## src/rtl/data_mem_ctrl_if.sv

```systemverilog
// Two requester ports plus the word-wide data_mem side of data_mem_ctrl.
// Signal directions in the names are as seen from the controller.
interface data_mem_ctrl_if;
  logic        req0_i, we0_i, unsigned0_i;
  logic [1:0]  size0_i;
  logic [31:0] addr0_i, wdata0_i;
  logic        gnt0_o, rvalid0_o;

  logic        req1_i, we1_i, unsigned1_i;
  logic [1:0]  size1_i;
  logic [31:0] addr1_i, wdata1_i;
  logic        gnt1_o, rvalid1_o;

  logic [31:0] rdata_o;
  logic        err_o;

  logic        mem_req_o, mem_we_o;
  logic [31:0] mem_addr_o, mem_wd_o;
  logic [31:0] mem_rd_i;

  modport slave (
    input  req0_i, we0_i, unsigned0_i, size0_i, addr0_i, wdata0_i,
    input  req1_i, we1_i, unsigned1_i, size1_i, addr1_i, wdata1_i,
    output gnt0_o, rvalid0_o, gnt1_o, rvalid1_o, rdata_o, err_o,
    output mem_req_o, mem_we_o, mem_addr_o, mem_wd_o,
    input  mem_rd_i
  );

  modport master (
    output req0_i, we0_i, unsigned0_i, size0_i, addr0_i, wdata0_i,
    output req1_i, we1_i, unsigned1_i, size1_i, addr1_i, wdata1_i,
    input  gnt0_o, rvalid0_o, gnt1_o, rvalid1_o, rdata_o, err_o,
    input  mem_req_o, mem_we_o, mem_addr_o, mem_wd_o,
    output mem_rd_i
  );
endinterface

```

## src/rtl/data_mem_ctrl.sv

```systemverilog
// Round-robin two-port byte/half/word front end for data_mem; rvalid at grant+3 (load, sub-word store), +2 (word store), +1 (error).
// Requesters hold req until gnt; no grant is issued while a transaction is in flight.
module data_mem_ctrl #(
  parameter int MEM_BYTES = 4096
) (
  input  logic           clk_i,
  input  logic           rst_i,
  data_mem_ctrl_if.slave bus
);
  typedef enum logic [2:0] {IDLE, RD, LDCAP, WR, RMW_RD, RMW_WR, RESP} state_e;
  localparam logic [31:0] MEM_LIMIT = 32'(MEM_BYTES);

  state_e      state_q, state_d;
  logic        last_q, last_d, port_q, port_d;
  logic        we_q, we_d, uns_q, uns_d, err_q, err_d;
  logic [1:0]  size_q, size_d;
  logic [31:0] addr_q, addr_d, wdata_q, wdata_d, rdata_q, rdata_d;

  logic        any_req, sel, sel_we, sel_uns, sel_err, gnt0, gnt1, rvalid;
  logic [1:0]  sel_size;
  logic [31:0] sel_addr, sel_wdata;

  function automatic logic [31:0] load_ext(input logic [31:0] word, input logic [1:0] size,
                                           input logic [1:0] off, input logic uns);
    logic [7:0]  b;
    logic [15:0] h;
    logic [31:0] res;
    case (off)
      2'd0:    b = word[7:0];
      2'd1:    b = word[15:8];
      2'd2:    b = word[23:16];
      default: b = word[31:24];
    endcase
    h = off[1] ? word[31:16] : word[15:0];
    case (size)
      2'b00:   res = {{24{b[7] & ~uns}}, b};
      2'b01:   res = {{16{h[15] & ~uns}}, h};
      default: res = word;
    endcase
    return res;
  endfunction

  function automatic logic [31:0] merge_lane(input logic [31:0] word, input logic [31:0] wd,
                                             input logic [1:0] size, input logic [1:0] off);
    logic [31:0] res;
    res = word;
    if (size == 2'b00) begin
      case (off)
        2'd0:    res[7:0]   = wd[7:0];
        2'd1:    res[15:8]  = wd[7:0];
        2'd2:    res[23:16] = wd[7:0];
        default: res[31:24] = wd[7:0];
      endcase
    end else if (off[1]) begin
      res[31:16] = wd[15:0];
    end else begin
      res[15:0] = wd[15:0];
    end
    return res;
  endfunction

  // On a tie the port that was not granted last wins; a lone requester always wins.
  assign any_req   = bus.req0_i | bus.req1_i;
  assign sel       = (bus.req0_i & bus.req1_i) ? ~last_q : bus.req1_i;
  assign sel_we    = sel ? bus.we1_i       : bus.we0_i;
  assign sel_uns   = sel ? bus.unsigned1_i : bus.unsigned0_i;
  assign sel_size  = sel ? bus.size1_i     : bus.size0_i;
  assign sel_addr  = sel ? bus.addr1_i     : bus.addr0_i;
  assign sel_wdata = sel ? bus.wdata1_i    : bus.wdata0_i;
  assign sel_err   = (sel_size == 2'b11)
                   | ((sel_size == 2'b01) & sel_addr[0])
                   | ((sel_size == 2'b10) & (sel_addr[1:0] != 2'b00))
                   | (sel_addr >= MEM_LIMIT);

  always_ff @(posedge clk_i) begin
    if (rst_i) begin
      state_q <= IDLE;
      last_q  <= 1'b1;
      port_q  <= 1'b0;
      we_q    <= 1'b0;
      uns_q   <= 1'b0;
      err_q   <= 1'b0;
      size_q  <= 2'b00;
      addr_q  <= '0;
      wdata_q <= '0;
      rdata_q <= '0;
    end else begin
      state_q <= state_d;
      last_q  <= last_d;
      port_q  <= port_d;
      we_q    <= we_d;
      uns_q   <= uns_d;
      err_q   <= err_d;
      size_q  <= size_d;
      addr_q  <= addr_d;
      wdata_q <= wdata_d;
      rdata_q <= rdata_d;
    end
  end

  always_comb begin
    state_d = state_q;
    last_d  = last_q;
    port_d  = port_q;
    we_d    = we_q;
    uns_d   = uns_q;
    err_d   = err_q;
    size_d  = size_q;
    addr_d  = addr_q;
    wdata_d = wdata_q;
    rdata_d = rdata_q;
    gnt0    = 1'b0;
    gnt1    = 1'b0;
    case (state_q)
      IDLE: begin
        if (any_req) begin
          gnt0    = ~sel;
          gnt1    = sel;
          last_d  = sel;
          port_d  = sel;
          we_d    = sel_we;
          uns_d   = sel_uns;
          size_d  = sel_size;
          addr_d  = sel_addr;
          wdata_d = sel_wdata;
          rdata_d = '0;
          err_d   = sel_err;
          if (sel_err)                state_d = RESP;
          else if (!sel_we)           state_d = RD;
          else if (sel_size == 2'b10) state_d = WR;
          else                        state_d = RMW_RD;
        end
      end
      RD:     state_d = LDCAP;
      LDCAP: begin
        rdata_d = load_ext(bus.mem_rd_i, size_q, addr_q[1:0], uns_q);
        state_d = RESP;
      end
      WR:     state_d = RESP;
      RMW_RD: state_d = RMW_WR;
      RMW_WR: state_d = RESP;
      RESP:   state_d = IDLE;
      default: state_d = IDLE;
    endcase
  end

  assign rvalid        = (state_q == RESP) & ~rst_i;
  assign bus.gnt0_o    = gnt0 & ~rst_i;
  assign bus.gnt1_o    = gnt1 & ~rst_i;
  assign bus.rvalid0_o = rvalid & ~port_q;
  assign bus.rvalid1_o = rvalid & port_q;
  assign bus.rdata_o   = rvalid ? rdata_q : 32'd0;
  assign bus.err_o     = rvalid & err_q;

  // Nothing reaches data_mem in a reset cycle, so an interrupted RMW never writes.
  assign bus.mem_req_o  = ((state_q == RD) | (state_q == WR) | (state_q == RMW_RD) |
                           (state_q == RMW_WR)) & ~rst_i;
  assign bus.mem_we_o   = ((state_q == WR) | (state_q == RMW_WR)) & ~rst_i;
  assign bus.mem_addr_o = {addr_q[31:2], 2'b00};
  assign bus.mem_wd_o   = (state_q == WR)     ? wdata_q :
                          (state_q == RMW_WR) ? merge_lane(bus.mem_rd_i, wdata_q, size_q, addr_q[1:0]) :
                                                32'd0;
endmodule

```

## src/flat_wrapper.sv

```systemverilog
// flat-port wrapper written by rule: the top's interface ports become plain ports
module data_mem_ctrl_flat 
#(
  parameter int MEM_BYTES = 4096
)
  (clk_i, rst_i, bus_req0_i, bus_we0_i, bus_unsigned0_i, bus_size0_i, bus_addr0_i, bus_wdata0_i, bus_req1_i, bus_we1_i, bus_unsigned1_i, bus_size1_i, bus_addr1_i, bus_wdata1_i, bus_gnt0_o, bus_rvalid0_o, bus_gnt1_o, bus_rvalid1_o, bus_rdata_o, bus_err_o, bus_mem_req_o, bus_mem_we_o, bus_mem_addr_o, bus_mem_wd_o, bus_mem_rd_i);
  data_mem_ctrl_if bus_i ();
  input  logic clk_i;
  input  logic rst_i;
  input wire logic [$bits(bus_i.req0_i)-1:0] bus_req0_i;
  input wire logic [$bits(bus_i.we0_i)-1:0] bus_we0_i;
  input wire logic [$bits(bus_i.unsigned0_i)-1:0] bus_unsigned0_i;
  input wire logic [$bits(bus_i.size0_i)-1:0] bus_size0_i;
  input wire logic [$bits(bus_i.addr0_i)-1:0] bus_addr0_i;
  input wire logic [$bits(bus_i.wdata0_i)-1:0] bus_wdata0_i;
  input wire logic [$bits(bus_i.req1_i)-1:0] bus_req1_i;
  input wire logic [$bits(bus_i.we1_i)-1:0] bus_we1_i;
  input wire logic [$bits(bus_i.unsigned1_i)-1:0] bus_unsigned1_i;
  input wire logic [$bits(bus_i.size1_i)-1:0] bus_size1_i;
  input wire logic [$bits(bus_i.addr1_i)-1:0] bus_addr1_i;
  input wire logic [$bits(bus_i.wdata1_i)-1:0] bus_wdata1_i;
  output wire logic [$bits(bus_i.gnt0_o)-1:0] bus_gnt0_o;
  output wire logic [$bits(bus_i.rvalid0_o)-1:0] bus_rvalid0_o;
  output wire logic [$bits(bus_i.gnt1_o)-1:0] bus_gnt1_o;
  output wire logic [$bits(bus_i.rvalid1_o)-1:0] bus_rvalid1_o;
  output wire logic [$bits(bus_i.rdata_o)-1:0] bus_rdata_o;
  output wire logic [$bits(bus_i.err_o)-1:0] bus_err_o;
  output wire logic [$bits(bus_i.mem_req_o)-1:0] bus_mem_req_o;
  output wire logic [$bits(bus_i.mem_we_o)-1:0] bus_mem_we_o;
  output wire logic [$bits(bus_i.mem_addr_o)-1:0] bus_mem_addr_o;
  output wire logic [$bits(bus_i.mem_wd_o)-1:0] bus_mem_wd_o;
  input wire logic [$bits(bus_i.mem_rd_i)-1:0] bus_mem_rd_i;
  assign bus_i.req0_i = bus_req0_i;
  assign bus_i.we0_i = bus_we0_i;
  assign bus_i.unsigned0_i = bus_unsigned0_i;
  assign bus_i.size0_i = bus_size0_i;
  assign bus_i.addr0_i = bus_addr0_i;
  assign bus_i.wdata0_i = bus_wdata0_i;
  assign bus_i.req1_i = bus_req1_i;
  assign bus_i.we1_i = bus_we1_i;
  assign bus_i.unsigned1_i = bus_unsigned1_i;
  assign bus_i.size1_i = bus_size1_i;
  assign bus_i.addr1_i = bus_addr1_i;
  assign bus_i.wdata1_i = bus_wdata1_i;
  assign bus_gnt0_o = bus_i.gnt0_o;
  assign bus_rvalid0_o = bus_i.rvalid0_o;
  assign bus_gnt1_o = bus_i.gnt1_o;
  assign bus_rvalid1_o = bus_i.rvalid1_o;
  assign bus_rdata_o = bus_i.rdata_o;
  assign bus_err_o = bus_i.err_o;
  assign bus_mem_req_o = bus_i.mem_req_o;
  assign bus_mem_we_o = bus_i.mem_we_o;
  assign bus_mem_addr_o = bus_i.mem_addr_o;
  assign bus_mem_wd_o = bus_i.mem_wd_o;
  assign bus_i.mem_rd_i = bus_mem_rd_i;
  data_mem_ctrl #(.MEM_BYTES(MEM_BYTES)) u_core (.clk_i(clk_i), .rst_i(rst_i), .bus(bus_i));
endmodule
```

## config.mk

```make
export PLATFORM = sky130hd
export DESIGN_NAME = data_mem_ctrl_flat
export DESIGN_NICKNAME = d
export VERILOG_FILES = /design/src/rtl/data_mem_ctrl_if.sv /design/src/rtl/data_mem_ctrl.sv /design/src/flat_wrapper.sv
export SDC_FILE = /design/constraint.sdc
export NUM_CORES = 1
export LEC_CHECK = 0
export CAP_MARGIN = 20
export CORE_UTILIZATION = 43
export CTS_CLUSTER_DIAMETER = 80
export CTS_CLUSTER_SIZE = 10
export DETAILED_ROUTE_END_ITERATION = 8
export PLACE_DENSITY = 0.82
export SYNTH_ARGS = -nofsm -noshare
export SYNTH_HDL_FRONTEND = slang
export SYNTH_SLANG_ARGS = --single-unit
```

## constraint.sdc

```tcl
create_clock -name clk_i -period 2.3 [get_ports clk_i]
set_input_delay 0.46 -clock clk_i [delete_from_list [all_inputs] [get_ports clk_i]]
set_output_delay 0.46 -clock clk_i [all_outputs]
set_load 0.01 [all_outputs]
```

==> impl_metrics.json <==
{
  "status": "complete, but fails checks",
  "failed_checks": "negative setup slack",
  "critPathMaxFanout": 11,
  "crit_start": "u_core.size_q[0]$_SDFFE_PP0P_",
  "rows": 43,
  "grt_pass1_vias": 7024,
  "rsz0062_at_grt": "yes",
  "synthToLayoutAreaGrowth_pct": 60.0,
  "hold_buffers": 0,
  "cp-endpoint": "bus_mem_wd_o[30]",
  "dp_cells": 1262,
  "synth_flop_cell": "dfxtp_1",
  "fin_nets": 1282,
  "grt_overflow_total": 0,
  "via_count": 7185,
  "cellPowerDensity_nw_per_um2": 602,
  "htreeDepth": 3,
  "synth-edff-count": 0,
  "final_util": 0.709,
  "gp_congestion": 0.954,
  "numClockSinks": 105,
  "holdWs_ns": 0.448,
  "start_util": 0.443,
  "netlist_instances": 821,
  "layout_commonest_cell": "clkdlybuf4s50_1",
  "met1_usage": 0.363,
  "fin_cells": 1295,
  "hold_viol_final": 0,
  "cts_tree": "yes",
  "wl_per_cell_um": 19.0,
  "dp_hpwl_um": 18600,
  "gr-usage-met2": 0.576,
  "antenna_cells": 0,
  "die-height_um": 122,
  "cp-end-kind": "output port",
  "finalMaxSlewViolations": 0,
  "busiest_layer": "met2",
  "slew_headroom": 0.311,
  "finalCritPeriodShare": 1.04,
  "worstReg2RegEnd": "u_core.rdata_q[17]$_SDFFE_PP0P_",
  "leakagePower_nw": 4.20,
  "antenna_found_initial": 0,
  "ir_drop_v": 0.000522,
  "drv_cap": 0,
  "multi_input_area_um2": 3670,
  "ios": 275,
  "layout-drive-gt1-share": 0.194,
  "root_buffer": "clkbuf_16",
  "path_clk_slew_ns": 0.08,
  "core-area_um2": 13900,
  "fin_crit_ns": 2.39,
  "synth-seq-cells": 105,
  "num-fill-cells": 1136,
  "worstSkewPairLatency_ns": 0.36,
  "crit_arrival_ns": 1.93,
  "rr_worst_depth": 7,
  "ant_nets": 0,
  "yosys_warnings": 0,
  "register_area_um2": 2120,
  "yosysTopAreaCell": "dfxtp_1",
  "drt_iter0_markers": 700,
  "cts_buffers": 9,
  "yosysUniqueCellTypes": 57,
  "port_buffers": 272,
  "reg2reg_slack_ns": 0.30,
  "clock_skew_ns": 0.0103,
  "worst_pin_slew_ns": 1.03,
  "grt_pass1_wl_um": 37100,
  "drc_errors": 0,
  "synthTopCellsByArea": "dfxtp_1 34%, nand2_1 11%, a311oi_1 6.8%",
  "synth_area_per_cell_um2": 7.52,
  "async_reset_ff_frac": 0,
  "synth_top_area_frac": 0.340,
  "r2r-start": "u_core.addr_q[1]$_SDFFE_PP0P_",
  "dieArea_um2": 14800,
  "cts_max_path_buffers": 2,
  "min_path_type": "flip-flop to flip-flop",
  "die_w_um": 122,
  "cp.required_ns": 1.84,
  "crit_path_start_kind": "flip-flop",
  "fin_ws_ns": -0.0884,
  "crit_type": "flip-flop to output port",
  "syn-cell-area_um2": 6180,
  "track_usage": 0.329,
  "routed_wl_um": 24600,
  "ys_seq_area_frac": 0.340,
  "layout_common_cells": "198 x clkdlybuf4s50_1, 184 x nand2_1, 99 x dfxtp_1",
  "finalSetupViolations": 12,
  "vias_per_cell": 5.55,
  "grtUsageMet3": 0.0964,
  "max_freq_mhz": 419,
  "min_from": "u_core.rdata_q[10]$_SDFFE_PP0P_",
  "grt_max_degree": 73,
  "firstDrtPassIters": 6
}
## cells by family after synthesis
group | count (synthesis) | synth area share
xor gates and xnor gates | 1 | 0.00142
AOI/OAI and AO/OA | 232 | 0.266
buffers and inverters | 111 | 0.0992
other | 1 | 0.000607
muxes | 16 | 0.0292
and+or+nand+nor | 355 | 0.263
DFF | 105 | 0.340
## worst min-delay path by stage
stage	slack [ns]	cells after the start	endpoint
global route	0.46	1	u_core.rdata_q[14]$_SDFFE_PP0P_
detailed placement	0.43	2	u_core.rdata_q[24]$_SDFFE_PP0P_
floorplan	0.42	2	u_core.rdata_q[15]$_SDFFE_PP0P_
CTS	0.45	1	u_core.rdata_q[12]$_SDFFE_PP0P_
finish	0.45	1	u_core.rdata_q[10]$_SDFFE_PP0P_
global placement	0.43	1	u_core.rdata_q[13]$_SDFFE_PP0P_
## synthesized netlist by cell type, drive strengths merged (2+ instances only)
master and n:
nand2 186, dfxtp 105, nor2 71, buf 65, o21ai 58, a311oi 48
a21oi 44, and2 36, clkbuf 34, nor2b 13, inv 12, nand2b 12
a22oi 11, nor4 11, o22ai 10, a21o 9, a31oi 9, mux2i 9
or2 9, a22o 8, a32o 8, a32oi 8, o221ai 8, mux2 6
nor3 4, a211oi 3, nand4 3, nor3b 3, and2b 2, o21a 2
## cell type report
| type | instances | area share |
|---|---|---|
| clock buffers | 9 | 0.0228 |
| multi-input cells | 606 | 0.372 |
| flip-flops and latches | 105 | 0.214 |
| clock inverters | 7 | 0.0103 |
| repair buffers | 376 | 0.354 |
| well taps | 180 | 0.0228 |
| inverters | 12 | 0.00456 |
## flip-flops by register name (all words and copies together), names as in the netlist
signal	count
u_core.state_q	3
u_core.addr_q	32
u_core.last_q	1
u_core.size_q	2
u_core.wdata_q	32
u_core.rdata_q	32
u_core.port_q	1
u_core.err_q	1
u_core.uns_q	1
## timing repair
action                                  CTS  global route
gates cloned                              1             0
setup buffers                            14             3
gates resized for setup                 210            27
endpoints found under the hold margin     0             0
endpoints found under the setup margin   70            27
pin swaps                                12             7
## routing by layer
metal / vias to the layer above / routed length (µm)
met5: - / 0
met4: 0 / 1050
met3: 75 / 2640
met2: 372 / 11700
met1: 3293 / 9270
li1: 3445 / -
## power breakdown
group / switching [mW] / internal [mW]
Clock: 0.733 / 0.964
Combinational: 1.02 / 1.07
Sequential: 0.143 / 2.02
Total: 1.90 / 4.05
## worst max-delay path, stage by stage, from the launching register on
cell and delay (ns):
dfxtp_2 0.34, or2_4 0.27, buf_12 0.15, nand2_1 0.08
o21ai_2 0.06, or2_2 0.27, a32o_1 0.27, buf_6 0.13
## through the flow
stage | total power [mW] | cell area, µm² | setup TNS (ns) | setup slack (ns)
final | 5.95 | 9880 | -0.420 | -0.0884
after global routing | 6.21 | 9880 | -1.37 | -0.127
after CTS | 5.90 | 9880 | -1.64 | -0.164
after detailed placement | 4.05 | 9340 | -2.08 | -0.359
after global placement | 4.02 | 9340 | -1.75 | -0.361
after floorplan | 3.17 | 6180 | 0 | 0.347
Note: power is estimated with default switching activity, not from simulation.
